$ cat config.mk
export PLATFORM = sky130hd
export DESIGN_NAME = csr_gpio_unit
export DESIGN_NICKNAME = d
export VERILOG_FILES = /design/src/rtl/csr_gpio_pkg.sv /design/src/rtl/gpio_sync_edge.sv /design/src/rtl/csr_gpio_unit.sv
export SDC_FILE = /design/constraint.sdc
export NUM_CORES = 1
export LEC_CHECK = 0
export CAP_MARGIN = 10
export CORE_MARGIN = 2
export CORE_UTILIZATION = 46
export DETAILED_ROUTE_END_ITERATION = 7
export GPL_ROUTABILITY_DRIVEN = 1
export GPL_TIMING_DRIVEN = 0
export PLACE_DENSITY_LB_ADDON = 0.15
export SETUP_SLACK_MARGIN = 0.3
export SYNTH_ARGS = -nofsm -noshare
export SYNTH_HDL_FRONTEND = slang
export SYNTH_SLANG_ARGS = --single-unit
$ cat constraint.sdc
create_clock -name clk -period 8.55 [get_ports clk]
set_clock_uncertainty 0.05 [all_clocks]
set_input_delay 0.855 -clock clk [delete_from_list [all_inputs] [get_ports clk]]
set_output_delay 0.855 -clock clk [all_outputs]
set_load 0.01 [all_outputs]
$ cat src/rtl/csr_gpio_pkg.sv
// rtl/csr_gpio_pkg.sv - shared CSR op encoding, default GPIO addresses and op helper
package csr_gpio_pkg;

    typedef enum logic [1:0] {
        CSR_WRITE = 2'd0,
        CSR_SET   = 2'd1,
        CSR_CLEAR = 2'd2,
        CSR_RSVD  = 2'd3
    } csr_op_e;

    localparam logic [11:0] GPIO_IN_BASE   = 12'hF00;
    localparam logic [11:0] GPIO_OUT_BASE  = 12'hF02;
    localparam logic [11:0] GPIO_STAT_ADDR = 12'hF10;

    // Widest register csr_apply serves; callers zero-extend and truncate around it
    localparam int CSR_MAX_W = 64;

    function automatic logic [CSR_MAX_W-1:0] csr_apply(
        input csr_op_e              op,
        input logic [CSR_MAX_W-1:0] old_val,
        input logic [CSR_MAX_W-1:0] wdata
    );
        case (op)
            CSR_WRITE: return wdata;
            CSR_SET:   return old_val | wdata;
            CSR_CLEAR: return old_val & ~wdata;
            default:   return old_val;
        endcase
    endfunction

    function automatic bit ranges_overlap(input int a, input int na, input int b, input int nb);
        return (a < b + nb) && (b < a + na);
    endfunction

endpackage

$ cat src/rtl/gpio_sync_edge.sv
// rtl/gpio_sync_edge.sv - 2-flop input synchroniser with previous-sample change detect
module gpio_sync_edge #(
    parameter int WIDTH = 32
) (
    input  logic             clk,
    input  logic             rst,
    input  logic [WIDTH-1:0] din,
    output logic [WIDTH-1:0] dout,
    output logic             change
);

    logic [WIDTH-1:0] meta_q;
    logic [WIDTH-1:0] sync_q;
    logic [WIDTH-1:0] prev_q;

    always_ff @(posedge clk or posedge rst) begin
        if (rst) begin
            meta_q <= '0;
            sync_q <= '0;
            prev_q <= '0;
        end else begin
            meta_q <= din;
            sync_q <= meta_q;
            prev_q <= sync_q;
        end
    end

    assign dout   = sync_q;
    assign change = (sync_q != prev_q);

endmodule

$ cat src/rtl/csr_gpio_unit.sv
// rtl/csr_gpio_unit.sv - CSR-mapped GPIO inputs/outputs with sticky change flags
// Optional mask register and irq output when CSR_GPIO_IRQ_EN is defined.
module csr_gpio_unit
    import csr_gpio_pkg::*;
#(
    parameter int          WIDTH     = 32,
    parameter int          NUM_IN    = 2,
    parameter int          NUM_OUT   = 2,
    parameter logic [11:0] IN_BASE   = GPIO_IN_BASE,
    parameter logic [11:0] OUT_BASE  = GPIO_OUT_BASE,
    parameter logic [11:0] STAT_ADDR = GPIO_STAT_ADDR
) (
    input  logic                      clk,
    input  logic                      rst,
    input  logic [11:0]               csr_addr,
    input  logic                      csr_re,
    input  logic                      csr_we,
    input  logic [1:0]                csr_op,
    input  logic [WIDTH-1:0]          csr_wdata,
    output logic [WIDTH-1:0]          csr_rdata,
    output logic                      csr_rvalid,
    output logic                      csr_err,
    input  logic [NUM_IN*WIDTH-1:0]   gpio_in,
    output logic [NUM_OUT*WIDTH-1:0]  gpio_out
`ifdef CSR_GPIO_IRQ_EN
    ,
    output logic                      irq
`endif
);

`ifdef CSR_GPIO_IRQ_EN
    localparam int STAT_SPAN = 2;
`else
    localparam int STAT_SPAN = 1;
`endif

    if (NUM_IN < 1 || NUM_IN > 16 || NUM_OUT < 1 || NUM_OUT > 16 ||
        WIDTH > CSR_MAX_W || NUM_IN > WIDTH) begin : g_bad_params
        $error("csr_gpio_unit: illegal WIDTH/NUM_IN/NUM_OUT combination");
    end

    if (ranges_overlap(int'(IN_BASE), NUM_IN, int'(OUT_BASE), NUM_OUT) ||
        ranges_overlap(int'(IN_BASE), NUM_IN, int'(STAT_ADDR), STAT_SPAN) ||
        ranges_overlap(int'(OUT_BASE), NUM_OUT, int'(STAT_ADDR), STAT_SPAN)) begin : g_bad_map
        $error("csr_gpio_unit: CSR address ranges overlap");
    end

    csr_op_e op;
    assign op = csr_op_e'(csr_op);

    logic [WIDTH-1:0]   in_sync [NUM_IN];
    logic [NUM_IN-1:0]  in_change;
    logic [WIDTH-1:0]   out_q [NUM_OUT];
    logic [NUM_IN-1:0]  flag_q;

    for (genvar gi = 0; gi < NUM_IN; gi++) begin : g_in
        gpio_sync_edge #(.WIDTH(WIDTH)) u_sync (
            .clk    (clk),
            .rst    (rst),
            .din    (gpio_in[gi*WIDTH +: WIDTH]),
            .dout   (in_sync[gi]),
            .change (in_change[gi])
        );
    end

    for (genvar go = 0; go < NUM_OUT; go++) begin : g_out
        assign gpio_out[go*WIDTH +: WIDTH] = out_q[go];
    end

    logic [WIDTH-1:0]   rd_val;
    logic               rd_hit;
    logic               wr_ok;
    logic [NUM_OUT-1:0] out_sel;
    logic               stat_sel;
    logic [NUM_IN-1:0]  flag_clr;
`ifdef CSR_GPIO_IRQ_EN
    logic               mask_sel;
    logic [WIDTH-1:0]   mask_q;
    logic [WIDTH-1:0]   flag_ext;
`endif

    // Exact-match decode only: every address outside the mapped set is an error
    always_comb begin
        rd_val   = '0;
        rd_hit   = 1'b0;
        out_sel  = '0;
        stat_sel = (csr_addr == STAT_ADDR);
        for (int i = 0; i < NUM_IN; i++) begin
            if (csr_addr == IN_BASE + 12'(i)) begin
                rd_val = in_sync[i];
                rd_hit = 1'b1;
            end
        end
        for (int j = 0; j < NUM_OUT; j++) begin
            if (csr_addr == OUT_BASE + 12'(j)) begin
                rd_val     = out_q[j];
                rd_hit     = 1'b1;
                out_sel[j] = 1'b1;
            end
        end
        if (stat_sel) begin
            rd_val               = '0;
            rd_val[NUM_IN-1:0]   = flag_q;
            rd_hit               = 1'b1;
        end
        wr_ok = (|out_sel) | stat_sel;
`ifdef CSR_GPIO_IRQ_EN
        mask_sel = (csr_addr == STAT_ADDR + 12'd1);
        if (mask_sel) begin
            rd_val = mask_q;
            rd_hit = 1'b1;
        end
        wr_ok = wr_ok | mask_sel;
`endif
    end

    assign flag_clr = (csr_we && stat_sel && (op == CSR_WRITE || op == CSR_CLEAR)) ?
                      csr_wdata[NUM_IN-1:0] : '0;

    // Read path sees pre-edge register values, giving read-before-write on re+we
    always_ff @(posedge clk or posedge rst) begin
        if (rst) begin
            csr_rvalid <= 1'b0;
            csr_rdata  <= '0;
            csr_err    <= 1'b0;
            flag_q     <= '0;
        end else begin
            csr_rvalid <= csr_re;
            csr_rdata  <= csr_re ? rd_val : '0;
            csr_err    <= (csr_re && !rd_hit) || (csr_we && !wr_ok);
            flag_q     <= (flag_q & ~flag_clr) | in_change;
        end
    end

    always_ff @(posedge clk or posedge rst) begin
        if (rst) begin
            for (int j = 0; j < NUM_OUT; j++) out_q[j] <= '0;
        end else begin
            for (int j = 0; j < NUM_OUT; j++) begin
                if (csr_we && out_sel[j]) begin
                    out_q[j] <= WIDTH'(csr_apply(op, CSR_MAX_W'(out_q[j]), CSR_MAX_W'(csr_wdata)));
                end
            end
        end
    end

`ifdef CSR_GPIO_IRQ_EN
    always_comb begin
        flag_ext             = '0;
        flag_ext[NUM_IN-1:0] = flag_q;
    end

    always_ff @(posedge clk or posedge rst) begin
        if (rst) begin
            mask_q <= '0;
            irq    <= 1'b0;
        end else begin
            if (csr_we && mask_sel) begin
                mask_q <= WIDTH'(csr_apply(op, CSR_MAX_W'(mask_q), CSR_MAX_W'(csr_wdata)));
            end
            irq <= |(flag_ext & mask_q);
        end
    end
`endif

endmodule

Yosys cells after proc, flatten, opt, wreduce, memory -nomap -nowiden:

Index checks and enable logic that the tools add are counted.

* bits in registers: 292
* input bits: 114
* word-level logic and storage cells: 61

* eq/ne operators: 9
* multiplexer cells: 16
* bitwise logic cells: 9
* reductions and logical operators: 15

Operators with widths (number)
* $mux W32: 6
* $pmux W32 S3: 2
* $and A32 B32 Y32: 2
* $ne A32 B32 Y1: 2
* $or A32 B32 Y32: 2
* $eq A12 B12 Y1 const B: 5
* $not A32 Y32: 1
* $mux W1: 7
* $logic_and A1 B1 Y1: 6
* $reduce_and A2 Y1: 2
* $reduce_bool A3 Y1: 1
* $and A2 B2 Y2: 1
* $eq A2 B1 Y1 const B: 1
* $eq A2 B2 Y1 const B: 1
* $logic_not A1 Y1: 2
* $logic_not A2 Y1: 1
* $logic_or A1 B1 Y1: 2
* $mux W2: 1
* $not A2 Y2: 1
* $or A2 B2 Y2: 1
* $reduce_or A2 Y1: 1
* $or A1 B1 Y1: 1

Logic depth before layout (Yosys ltp):

* depth after elaboration: 9
* gate-level depth with buffers: 7

By module:

A second synthesis with hierarchy kept.

* cell total of the unflattened synthesis: 927
* area, all modules: 11532.3 um^2

By module, submodules not included
* csr_gpio_unit: instances 1, cells each 647, area each 6027.0 um^2, sequential area each 2502.4 um^2
* gpio_sync_edge: instances 2, cells each 140, area each 2752.6 um^2, sequential area each 2402.3 um^2

Least setup slack after synthesis:

No wires, ideal clock.

* path type: input-to-reg
* start point: in csr_addr[5]
* end point: reg csr_rdata[11]
* library setup time: 0.136 ns
* data arrival time: 2.271 ns
* data required time: 8.364 ns
* path slack: 6.093 ns
* cell stages on the path: 5
* buffers on the path: 1
* cell sequence: or4_4 -> or4_1 -> clkbuf_1 -> nor2_1 -> nor3_1

* cells in the longest elaborated chain, start to end: 7
* elaborated cells on any way between the ends: 11
* classes of those cells: 5 x eq/ne; 6 x mux

Ends and longest elaborated chain
* start, declared: line csr_gpio_unit.sv:15 `input logic [11:0] csr_addr,`
* $eq A12 B12 Y1: line csr_gpio_unit.sv:89 `if (csr_addr == IN_BASE + 12'(i)) begin`
* $mux W32 (2 in a row): line csr_gpio_unit.sv:89
* $mux W32 (2 in a row): line csr_gpio_unit.sv:95 `if (csr_addr == OUT_BASE + 12'(j)) begin`
* $mux W32 (*): line csr_gpio_unit.sv:101 `if (stat_sel) begin`
* $mux W32 (*): line csr_gpio_unit.sv:129 `csr_rdata <= csr_re ? rd_val : '0;`
* end signal, assigned: line csr_gpio_unit.sv:129
* end, declared: line csr_gpio_unit.sv:20 `output logic [WIDTH-1:0] csr_rdata,`

Mark *: on every way between the ends. The rest lies on a longest branch, timed or not.
A chain may end at the register's enable or synchronous reset.

Worst setup path in the final report:

* start point: in csr_addr[4]
* end point: reg out_q, in the netlist gpio_out[8]

* cells in the longest elaborated chain, start to end: 4

Ends and longest elaborated chain
* $eq A12 B12 Y1: line csr_gpio_unit.sv:95
* $mux W1: line csr_gpio_unit.sv:95
* $logic_and A1 B1 Y1: line csr_gpio_unit.sv:140 `if (csr_we && out_sel[j]) begin`
* $reduce_and A2 Y1 (no line)
* end signal, assigned by index: line csr_gpio_unit.sv:141 `out_q[j] <= WIDTH'(csr_apply(op, CSR_MAX_W'(out_q[j]), CSR_MAX_W'(csr_wdata)));`
* end, declared: line csr_gpio_unit.sv:53 `logic [WIDTH-1:0] out_q [NUM_OUT];`

No other way between the ends.

==> reports/summary.txt <==
Commonest non-fill, non-tap cell in the layout = dfrtp_1
Via count = 7,126
Relative slew slack = 44.5%
Status = finished, final reports clean
Largest net degree at the start of global routing = 46
RSZ-0062 raised after global routing = no
Worst hold path depth = 0
Starting DRT DRC Count = 574
R2R Setup Slk = 6.43 ns
Final period util = 33.7%
Syn avg cell area = 13.5 µm²
Routed WL per cell = 21.1 µm
Fillers = 1,715
WHS = 0.288 ns
Largest area contributor in the netlist = dfrtp_1
Hold_buf cts = 0
DIE AREA = 0.0236 mm²
I/O Pins = 212
R2r startpoint = g_in[0].u_sync.dout[5]
M1 GR Usage = 34.8%
Initial Utilization = 47.1%
Fin nets = 1,131
DP HPWL = 19,600 µm
Area grow syn2layout = 35.3%
Synth top area share = 70.8%
Setup Viol. Count Final = 0
Post-synth EDFFs = 0
Num Clock Sinks = 292
Synth warnings = 0
Routability cong. = 0.828
Synth unique cells = 31
Mapped Area = 0.0103 mm²
CTS max path bufs = 3
Clock H-tree levels = 1
Total leakage power = 6.09 nW
Port Buf Inserts = 210
Seq/Total Area, Yosys = 70.8%
Share of layout cells above drive strength 1 = 9.95%
Highest Clock Rate = 347 MHz
Clock transition at path regs = 0.06 ns
GRT Overall Usage = 23.8%
Core region area = 0.0219 mm²
Most frequent cells in the layout = dfrtp_1 (292), clkdlybuf4s50_1 (210), a21oi_1 (130)
Initial antenna violation count = 0
Hold_sp = g_in[0].u_sync.meta_q[9]
Max cap viols = 0
Worst-Margin Slew = 0.832 ns
Gr busiest metal = met2
Number of global-route vias before repair = 7,323
Drt first pass iters = 5
PostCTS Resize Cnt = 0
Setup tns final = 0 ns
Crit Reg-Reg Endpoint = flag_q[0]
Synth Register Bits = 292
# rows = 54
CTS Root Cell = clkbuf_16
Max Slew Vio Count = 0
Power density over the cells = 218 mW/mm²
Post-synthesis cell count = 765
Critical Path RT = 8.87 ns
CP Max Fanout = 10
Detailed Route WL = 27,800 µm
Clock Latency Late Sink = 0.55 ns
Synth top area cells = dfrtp_1 (71%), a21oi_1 (6.3%), xor2_1 (5.4%), o22ai_1 (3.7%), mux2_2 (3.3%)
Post-CTS Setup Bufs = 0
Final Hold Vio Count = 0
Die height = 154 µm
Post-route ant nets = 0
Tmin final = 2.88 ns
Ys async rst share = 100%
Hold Path Class = reg -> reg
Setup CP Type = in -> reg
Remaining Overflow, GRT = 0
First-pass GRT wire length = 43,100 µm
DIE WIDTH = 154 µm
Vias per std cell = 5.42
Crit path DAT = 3.21 ns
Worst Hold End = g_in[0].u_sync.dout[9]
Worst r2r path cells = 4
CP endpoint kind = flop
DRC violations left = 0
Worst VDD drop = 0.140 mV
Startpoint types = primary input
Cts bufs inserted = 29
Top FF cell, synth = dfrtp_1
Diode count = 0
Met3 usage = 5.33%
Net Count, Synth = 883
GR Util met2 = 36.0%
TritonCTS clock tree = done
## cell type report
type	count	area [µm²]	share of cell area [%]
flip-flops and latches	292	7310	52.3
multi-input cells	432	2840	20.4
repair buffers	217	2240	16.1
clock buffers	31	733	5.25
well taps	280	350	2.51
clock inverters	22	314	2.25
plain buffers	38	153	1.09
inverters	3	15.0	0.108
## worst max path at each step
stage | from | to | depth (start not counted)
floorplan | rst | csr_err | 1
global placement | rst | g_in[0].u_sync.meta_q[2] | 2
detailed placement | csr_addr[4] | gpio_out[0] | 5
CTS | csr_addr[4] | gpio_out[8] | 5
global route | csr_addr[4] | gpio_out[10] | 5
finish | csr_addr[4] | gpio_out[8] | 5
## metal layers
metal	wire length, µm	part of all wire, %
met1	11700	42
met2	12800	46
met3	2370	8.5
met4	884	3.2
met5	0	0
## where the power goes
group          internal (mW)  switching, mW  total, mW
Combinational         0.0987          0.105      0.203
Sequential              1.43         0.0318       1.46
Clock                  0.836          0.537       1.37
## metrics by stage
stage | area, µm² | instances | setup WS (ns) | utilization [%] | total power, mW
floorplan | 10300 | 765 | 3.77 | - | 1.58
global placement | 12800 | 1255 | 1.85 | 58.3 | 1.68
detailed placement | 12900 | 1262 | 5.13 | 59.0 | 1.69
CTS | 14000 | 1315 | 5.69 | 63.8 | 3.06
global route | 14000 | 1315 | 5.61 | 63.8 | 3.15
finish | 14000 | 1315 | 5.67 | 63.8 | 3.04
## synth_stat cells (2+ instances only)
library cell  count
a211o_1           2
a21oi_1         130
a22oi_1           2
buf_2             8
clkbuf_1         30
dfrtp_1         292
ha_1              4
inv_1             3
mux2_2           30
mux4_2            2
nand2_1           3
nand2b_1          2
nand4_1           6
nand4bb_1         2
nor2_1           35
nor2b_1          31
nor3_1           30
nor4_1           16
nor4_4            2
o22ai_1          61
xor2_1           64
## kinds of logic (layout without fill, tap and decap cells)
group	Yosys count	in the layout	share of synthesized area [%]
mux	32	32	3.71
compound gates	199	199	10.6
simple gates	133	133	7.33
fa+ha+maj	4	4	0.485
xor+xnor	64	64	5.43
flops	292	292	70.8
buf+inv	41	311	1.59
## critical path, stage by stage
cell	delay [ns]
clkdlybuf4s50_1	0.46
or4_4	0.60
nor4_4	0.59
clkbuf_1	0.55
a21oi_1	0.15
## sequential cells by signal, indices dropped and copies added (netlist names)
register / cells
g_in.u_sync.dout: 64
g_in.u_sync.meta_q: 64
g_in.u_sync.prev_q: 64
gpio_out: 64
csr_rdata: 32
flag_q: 2
csr_err: 1
csr_rvalid: 1
(Power assumes the default switching activity.)
